<file path="src/rtl/thumb_fetch_queue_if.sv">
// Handshake bundle between the instruction fetch path and the Thumb fetch queue.
//   master : fetch unit / consumer side (drives fetch beats, flush and inst_ready)
//   slave  : queue side (drives fetch_ready, inst, inst_is32, inst_valid, count)
// Signals:
//   fetch_data  [16*FETCH_HW] fetched halfwords, [15:0] oldest in program order
//   fetch_valid / fetch_ready beat handshake
//   flush, flush_skip         redirect; flush_skip drops first halfword of next beat
//   inst, inst_is32           head instruction and its size
//   inst_valid / inst_ready   instruction handshake
//   count                     halfwords currently held
interface thumb_fetch_queue_if #(
  parameter int unsigned DEPTH    = 8,
  parameter int unsigned FETCH_HW = 2
);
  localparam int unsigned CntW = $clog2(DEPTH) + 1;

  logic [16*FETCH_HW-1:0] fetch_data;
  logic                   fetch_valid;
  logic                   fetch_ready;
  logic                   flush;
  logic                   flush_skip;
  logic [31:0]            inst;
  logic                   inst_is32;
  logic                   inst_valid;
  logic                   inst_ready;
  logic [CntW-1:0]        count;

  modport master (
    output fetch_data, fetch_valid, flush, flush_skip, inst_ready,
    input  fetch_ready, inst, inst_is32, inst_valid, count
  );

  modport slave (
    input  fetch_data, fetch_valid, flush, flush_skip, inst_ready,
    output fetch_ready, inst, inst_is32, inst_valid, count
  );
endinterface

</file>
<file path="src/rtl/thumb_fetch_queue.sv">
// Thumb/Thumb-2 fetch queue: buffers fetched halfwords in a circular buffer and presents
// the head instruction (16- or 32-bit) to pre-decode.
// Ports:
//   clk  single clock, rising edge
//   rst  asynchronous active-high reset
//   bus  thumb_fetch_queue_if.slave (fetch beat in, instruction out, flush, count)
module thumb_fetch_queue #(
  parameter int unsigned DEPTH    = 8,
  parameter int unsigned FETCH_HW = 2
) (
  input logic                clk,
  input logic                rst,
  thumb_fetch_queue_if.slave bus
);
  localparam int unsigned PtrW = $clog2(DEPTH);
  localparam int unsigned CntW = PtrW + 1;

  // Storage is never reset; only pointers/count define which slots are live.
  logic [15:0]     r_mem [DEPTH];
  logic [PtrW-1:0] r_rptr;
  logic [PtrW-1:0] r_wptr;
  logic [CntW-1:0] r_count;
  logic            r_skip;

  logic [15:0]     w_hw0;
  logic [15:0]     w_hw1;
  logic            w_is32;
  logic            w_inst_valid;
  logic            w_fetch_ready;
  logic            w_push;
  logic            w_pop;
  logic [CntW-1:0] w_free;
  logic [1:0]      w_push_n;
  logic [1:0]      w_pop_n;
  logic            w_lane_we   [FETCH_HW];
  logic [PtrW-1:0] w_lane_addr [FETCH_HW];

  assign w_free = CntW'(DEPTH) - r_count;
  // Free space is judged on the current count only, so a same-cycle pop never opens the gate.
  assign w_fetch_ready = !rst && !bus.flush && (w_free >= CntW'(FETCH_HW));
  assign w_push        = bus.fetch_valid && w_fetch_ready;

  // A pending skip drops the oldest halfword of the beat.
  assign w_push_n = !w_push ? 2'd0 : (r_skip ? 2'(FETCH_HW - 1) : 2'(FETCH_HW));

  assign w_hw0  = r_mem[r_rptr];
  assign w_hw1  = r_mem[r_rptr + PtrW'(1)];
  // 32-bit Thumb-2 prefixes: 11101, 11110, 11111.
  assign w_is32 = (w_hw0[15:13] == 3'b111) && (w_hw0[12:11] != 2'b00);

  assign w_inst_valid = !bus.flush && (w_is32 ? (r_count >= CntW'(2)) : (r_count >= CntW'(1)));
  assign w_pop        = w_inst_valid && bus.inst_ready;
  assign w_pop_n      = !w_pop ? 2'd0 : (w_is32 ? 2'd2 : 2'd1);

  // Lane i lands at wptr + i, shifted down by one when lane 0 is being skipped.
  always_comb begin
    for (int i = 0; i < FETCH_HW; i++) begin
      w_lane_we[i]   = w_push && !(r_skip && (i == 0));
      w_lane_addr[i] = r_wptr + PtrW'(i) - PtrW'(r_skip);
    end
  end

  always_ff @(posedge clk) begin
    for (int i = 0; i < FETCH_HW; i++) begin
      if (w_lane_we[i]) begin
        r_mem[w_lane_addr[i]] <= bus.fetch_data[16*i +: 16];
      end
    end
  end

  always_ff @(posedge clk or posedge rst) begin
    if (rst) begin
      r_rptr  <= '0;
      r_wptr  <= '0;
      r_count <= '0;
      r_skip  <= 1'b0;
    end else if (bus.flush) begin
      r_rptr  <= '0;
      r_wptr  <= '0;
      r_count <= '0;
      r_skip  <= bus.flush_skip;
    end else begin
      r_rptr  <= r_rptr + PtrW'(w_pop_n);
      r_wptr  <= r_wptr + PtrW'(w_push_n);
      r_count <= r_count + CntW'(w_push_n) - CntW'(w_pop_n);
      if (w_push) begin
        r_skip <= 1'b0;
      end
    end
  end

  assign bus.fetch_ready = w_fetch_ready;
  assign bus.inst        = w_is32 ? {w_hw0, w_hw1} : {16'h0000, w_hw0};
  assign bus.inst_is32   = w_is32;
  assign bus.inst_valid  = w_inst_valid;
  assign bus.count       = r_count;
endmodule
</file>
<file path="src/flat_wrapper.sv">
// flat-port wrapper written by rule: the top's interface ports become plain ports
module thumb_fetch_queue_flat 
#(
  parameter int unsigned DEPTH    = 8,
  parameter int unsigned FETCH_HW = 2
)
  (clk, rst, bus_fetch_data, bus_fetch_valid, bus_flush, bus_flush_skip, bus_inst_ready, bus_fetch_ready, bus_inst, bus_inst_is32, bus_inst_valid, bus_count);
  thumb_fetch_queue_if #(.DEPTH(DEPTH), .FETCH_HW(FETCH_HW)) bus_i ();
  input logic clk;
  input logic rst;
  input wire logic [$bits(bus_i.fetch_data)-1:0] bus_fetch_data;
  input wire logic [$bits(bus_i.fetch_valid)-1:0] bus_fetch_valid;
  input wire logic [$bits(bus_i.flush)-1:0] bus_flush;
  input wire logic [$bits(bus_i.flush_skip)-1:0] bus_flush_skip;
  input wire logic [$bits(bus_i.inst_ready)-1:0] bus_inst_ready;
  output wire logic [$bits(bus_i.fetch_ready)-1:0] bus_fetch_ready;
  output wire logic [$bits(bus_i.inst)-1:0] bus_inst;
  output wire logic [$bits(bus_i.inst_is32)-1:0] bus_inst_is32;
  output wire logic [$bits(bus_i.inst_valid)-1:0] bus_inst_valid;
  output wire logic [$bits(bus_i.count)-1:0] bus_count;
  assign bus_i.fetch_data = bus_fetch_data;
  assign bus_i.fetch_valid = bus_fetch_valid;
  assign bus_i.flush = bus_flush;
  assign bus_i.flush_skip = bus_flush_skip;
  assign bus_i.inst_ready = bus_inst_ready;
  assign bus_fetch_ready = bus_i.fetch_ready;
  assign bus_inst = bus_i.inst;
  assign bus_inst_is32 = bus_i.inst_is32;
  assign bus_inst_valid = bus_i.inst_valid;
  assign bus_count = bus_i.count;
  thumb_fetch_queue #(.DEPTH(DEPTH), .FETCH_HW(FETCH_HW)) u_core (.clk(clk), .rst(rst), .bus(bus_i));
endmodule
</file>
<file path="config.mk">
export PLATFORM = sky130hd
export DESIGN_NAME = thumb_fetch_queue_flat
export DESIGN_NICKNAME = d
export VERILOG_FILES = /design/src/rtl/thumb_fetch_queue_if.sv /design/src/rtl/thumb_fetch_queue.sv /design/src/flat_wrapper.sv
export SDC_FILE = /design/constraint.sdc
export NUM_CORES = 1
export LEC_CHECK = 0
export CAP_MARGIN = 30
export CORE_ASPECT_RATIO = 1.2
export CORE_MARGIN = 2
export CORE_UTILIZATION = 30
export DETAILED_ROUTE_END_ITERATION = 6
export GPL_ROUTABILITY_DRIVEN = 0
export SETUP_SLACK_MARGIN = 0.2
export SKIP_LAST_GASP = 1
export SLEW_MARGIN = 20
export SYNTH_ARGS = -nofsm -noshare
export SYNTH_HDL_FRONTEND = slang
export SYNTH_SLANG_ARGS = --single-unit
</file>
<file path="constraint.sdc">
create_clock -name clk -period 6.09 [get_ports clk]
set_clock_uncertainty 0.15 [all_clocks]
set_input_delay 0.609 -clock clk [delete_from_list [all_inputs] [get_ports clk]]
set_output_delay 0.609 -clock clk [all_outputs]
set_load 0.05 [all_outputs]
</file>
==> qor.yml <==
drc: 0
post_dp_cell_area_sq_mm: 0.009966
critical_path_required_ns: 5.33
cts_tree: "built"
startpoint_type: "flop"
syn-num-nets: 597
crit_family: "buffers and inverters"
leakagePower_nw: 3.521
setup_violations: 0
synth_area_sq_mm: 0.008685
pre_cts_slack_ns: 1.497
detail-route-antenna-nets: 0
synthDistinctLibCells: 39
slew_viol_final: 0
fin_ws_ns: 1.033
grt_pass1_wl_mm: 36.19
track_usage_pct: 16.26
hold_buffers: 0
finalCriticalPeriod_ns: 5.057
vias: 5283
clkTransAtPathRegs_ns: 0.06
grt.overflow.total: 0
area_growth_pct: 21.54
syn_avg_cell_area_sq_um: 16.11
fp.dieW_um: 159.3
slowest_stage: "clkdlybuf4s50_1"
drive_gt1_share_pct: 42.27
rsz0062_at_grt: "no"
power_mw: 3.550
whs_ns: 0.3771
initial_utilization_pct: 30.29
layout_commonest_cell: "mux2_2"
crit_path_end_kind: "output pin"
core_sq_mm: 0.02867
rows: 68
n_fill_cell: 2671
final_cells: 1021
dp_hpwl_mm: 15.73
io_buffers: 76
drt_pass1_iterations: 4
vdd_drop_max_v: 0.0001800
crit_type: "flop to output pin"
power_density_mw_per_mm2: 336.3
viasPerCell: 5.174
grt_pass1_vias: 5821
grt_max_degree: 29
die_h_um: 190.4
clkPwrFrac_pct: 29.3
wl_mm: 23.94
dp.cells: 987
antenna_found_initial: 2
seqPwrFrac_pct: 32.6
netlist_instances: 539
nNetsFinal: 679
tns_ns: 0
cts.path.max_buffers: 2
fin_crit_sh_pct: 83.04
holdCritPathClass: "input port to async pin"
die-area_sq_mm: 0.03033
cp_num_buf_inv: 3
cts.sink_count: 139
switching_share_pct: 35.34
p_sw_mw: 1.254
numCtsBuffers: 17
clock.fmax_ghz: 0.1977
yosysWarnings: 0
cts_setup_buffers: 0
slowest_delay_ns: 0.87
worstSkewPairLatency_ns: 0.43
fin_area_sq_mm: 0.01056
num_io_pins: 77
drt-initial-drc-count: 349
p_int_mw: 2.295
cts_max_level: 4
ys_ff_latch: 139
wl_per_cell_um: 23.45
maxCapViolations: 0
utilization_pct: 36.81
root_buffer: "clkbuf_16"
worst_pin_slew_ns: 0.9549
critPathMaxFanout: 28
combPwrFrac_pct: 38.1
max_slew_margin_pct: 36.10
cp.arrival_ns: 4.30
cts_resized: 0
ys_seq_area_share_pct: 47.43
status: "finished, final reports clean"
path_cells: "buf_4 -> mux4_2 -> mux2_2 -> o2111ai_4 -> inv_4 -> mux2i_1 -> clkdlybuf4s50_1"
hold_violations: 0
final_cell_mix: "133 x mux2_2, 128 x edfxtp_1, 76 x clkdlybuf4s50_1, 64 x mux4_2, 43 x mux2i_1"
==> power by group through the flow <==
| stage | sequential, mW | combinational [mW] | clock [mW] |
|---|---|---|---|
| after floorplan | 1.18 | 0.967 | 0 |
| after global placement | 1.17 | 1.34 | 0 |
| after detailed placement | 1.17 | 1.37 | 0 |
| after CTS | 1.16 | 1.37 | 1.06 |
| after global routing | 1.16 | 1.45 | 1.09 |
| final | 1.16 | 1.35 | 1.04 |
==> area by class of cell <==
| cell class | instances | area (sq um) | share of cell area [%] |
|---|---|---|---|
| diodes | 2 | 5.005 | 0.04742 |
| inverters | 20 | 77.57 | 0.7349 |
| multi-input cells | 348 | 4380 | 41.50 |
| clock buffers | 17 | 425.4 | 4.030 |
| well taps | 385 | 481.7 | 4.564 |
| clock inverters | 15 | 158.9 | 1.505 |
| flip-flops and latches | 139 | 4123 | 39.06 |
| repair buffers | 95 | 903.4 | 8.559 |
==> state kept, by name, indices dropped and copies added, names as in the netlist <==
signal / count
u_core.r_rptr: 3
u_core.r_skip: 1
u_core.r_mem: 128
u_core.r_wptr: 3
u_core.bus.count: 4
==> path summary, 6_finish.rpt <==
path                       slack (ns)        startpoint                  end  cells past startpoint
hold reg to reg                  0.54  u_core.r_wptr[0]     u_core.r_wptr[0]                      2
setup reg to reg                 1.63  u_core.r_rptr[0]  u_core.bus.count[1]                     11
setup / recovery                 1.03  u_core.r_rptr[0]          bus_inst[3]                      7
max in group asynchronous        5.06               rst     u_core.r_rptr[0]                      2
hold / removal                   0.38               rst        u_core.r_skip                      2
min in group clk                 0.54  u_core.r_wptr[0]     u_core.r_wptr[0]                      2
==> layer usage <==
metal | share of wire [%] | vias to the layer above | routed length, um | GRT usage (%)
li1 | - | 2350 | - | -
met1 | 40 | 2769 | 9681 | 19.15
met2 | 53 | 128 | 12780 | 29.31
met3 | 3.7 | 36 | 879 | 2.566
met4 | 2.5 | 0 | 595 | 7.273
met5 | 0 | - | 0 | 0
==> cells by family (layout without fill, tap and decap cells) <==
family,Yosys count,count (layout),share of synthesized area (%)
adders and majority gates,20,20,3.227
muxes,241,241,38.93
xor gates and xnor gates,10,10,1.008
other,0,2,0
and+or+nand+nor,54,54,4.423
DFF,139,139,47.43
buffers and inverters,52,147,2.809
AOI/OAI and AO/OA,23,23,2.176
==> synth_stat cells <==
| master | n | share of area, % |
|---|---|---|
| a41oi_2 | 1 | 0.19 |
| or4_1 | 1 | 0.086 |
| a31oi_1 | 1 | 0.072 |
| nand4b_4 | 3 | 0.82 |
| a311oi_1 | 1 | 0.10 |
| nand4_4 | 4 | 0.98 |
| nand4b_2 | 1 | 0.17 |
| nor3_1 | 2 | 0.12 |
| dfrtp_1 | 11 | 3.2 |
| nand2_1 | 4 | 0.17 |
| nand3_1 | 2 | 0.12 |
| a22o_1 | 1 | 0.10 |
| mux2i_1 | 43 | 5.0 |
| and2_1 | 2 | 0.14 |
| buf_2 | 13 | 0.75 |
| clkbuf_1 | 12 | 0.52 |
| a21oi_1 | 6 | 0.35 |
| edfxtp_1 | 128 | 44 |
| mux4_2 | 64 | 17 |
| or3_1 | 1 | 0.072 |
| o2111ai_4 | 1 | 0.30 |
| buf_1 | 3 | 0.13 |
| fa_1 | 4 | 0.92 |
| mux2_1 | 1 | 0.13 |
| nor3b_1 | 1 | 0.086 |
| xor2_1 | 6 | 0.61 |
| a21o_1 | 1 | 0.086 |
| or2_2 | 1 | 0.072 |
| nor2_1 | 25 | 1.1 |
| o31ai_1 | 9 | 0.78 |
| mux2_2 | 133 | 17 |
| buf_6 | 4 | 0.52 |
| nand2b_1 | 3 | 0.22 |
| inv_1 | 19 | 0.82 |
| inv_4 | 1 | 0.072 |
| a41oi_1 | 2 | 0.20 |
| nor2b_1 | 4 | 0.29 |
| ha_1 | 16 | 2.3 |
| xnor2_1 | 4 | 0.40 |
No activity file was read; power rests on OpenSTA's default activity.
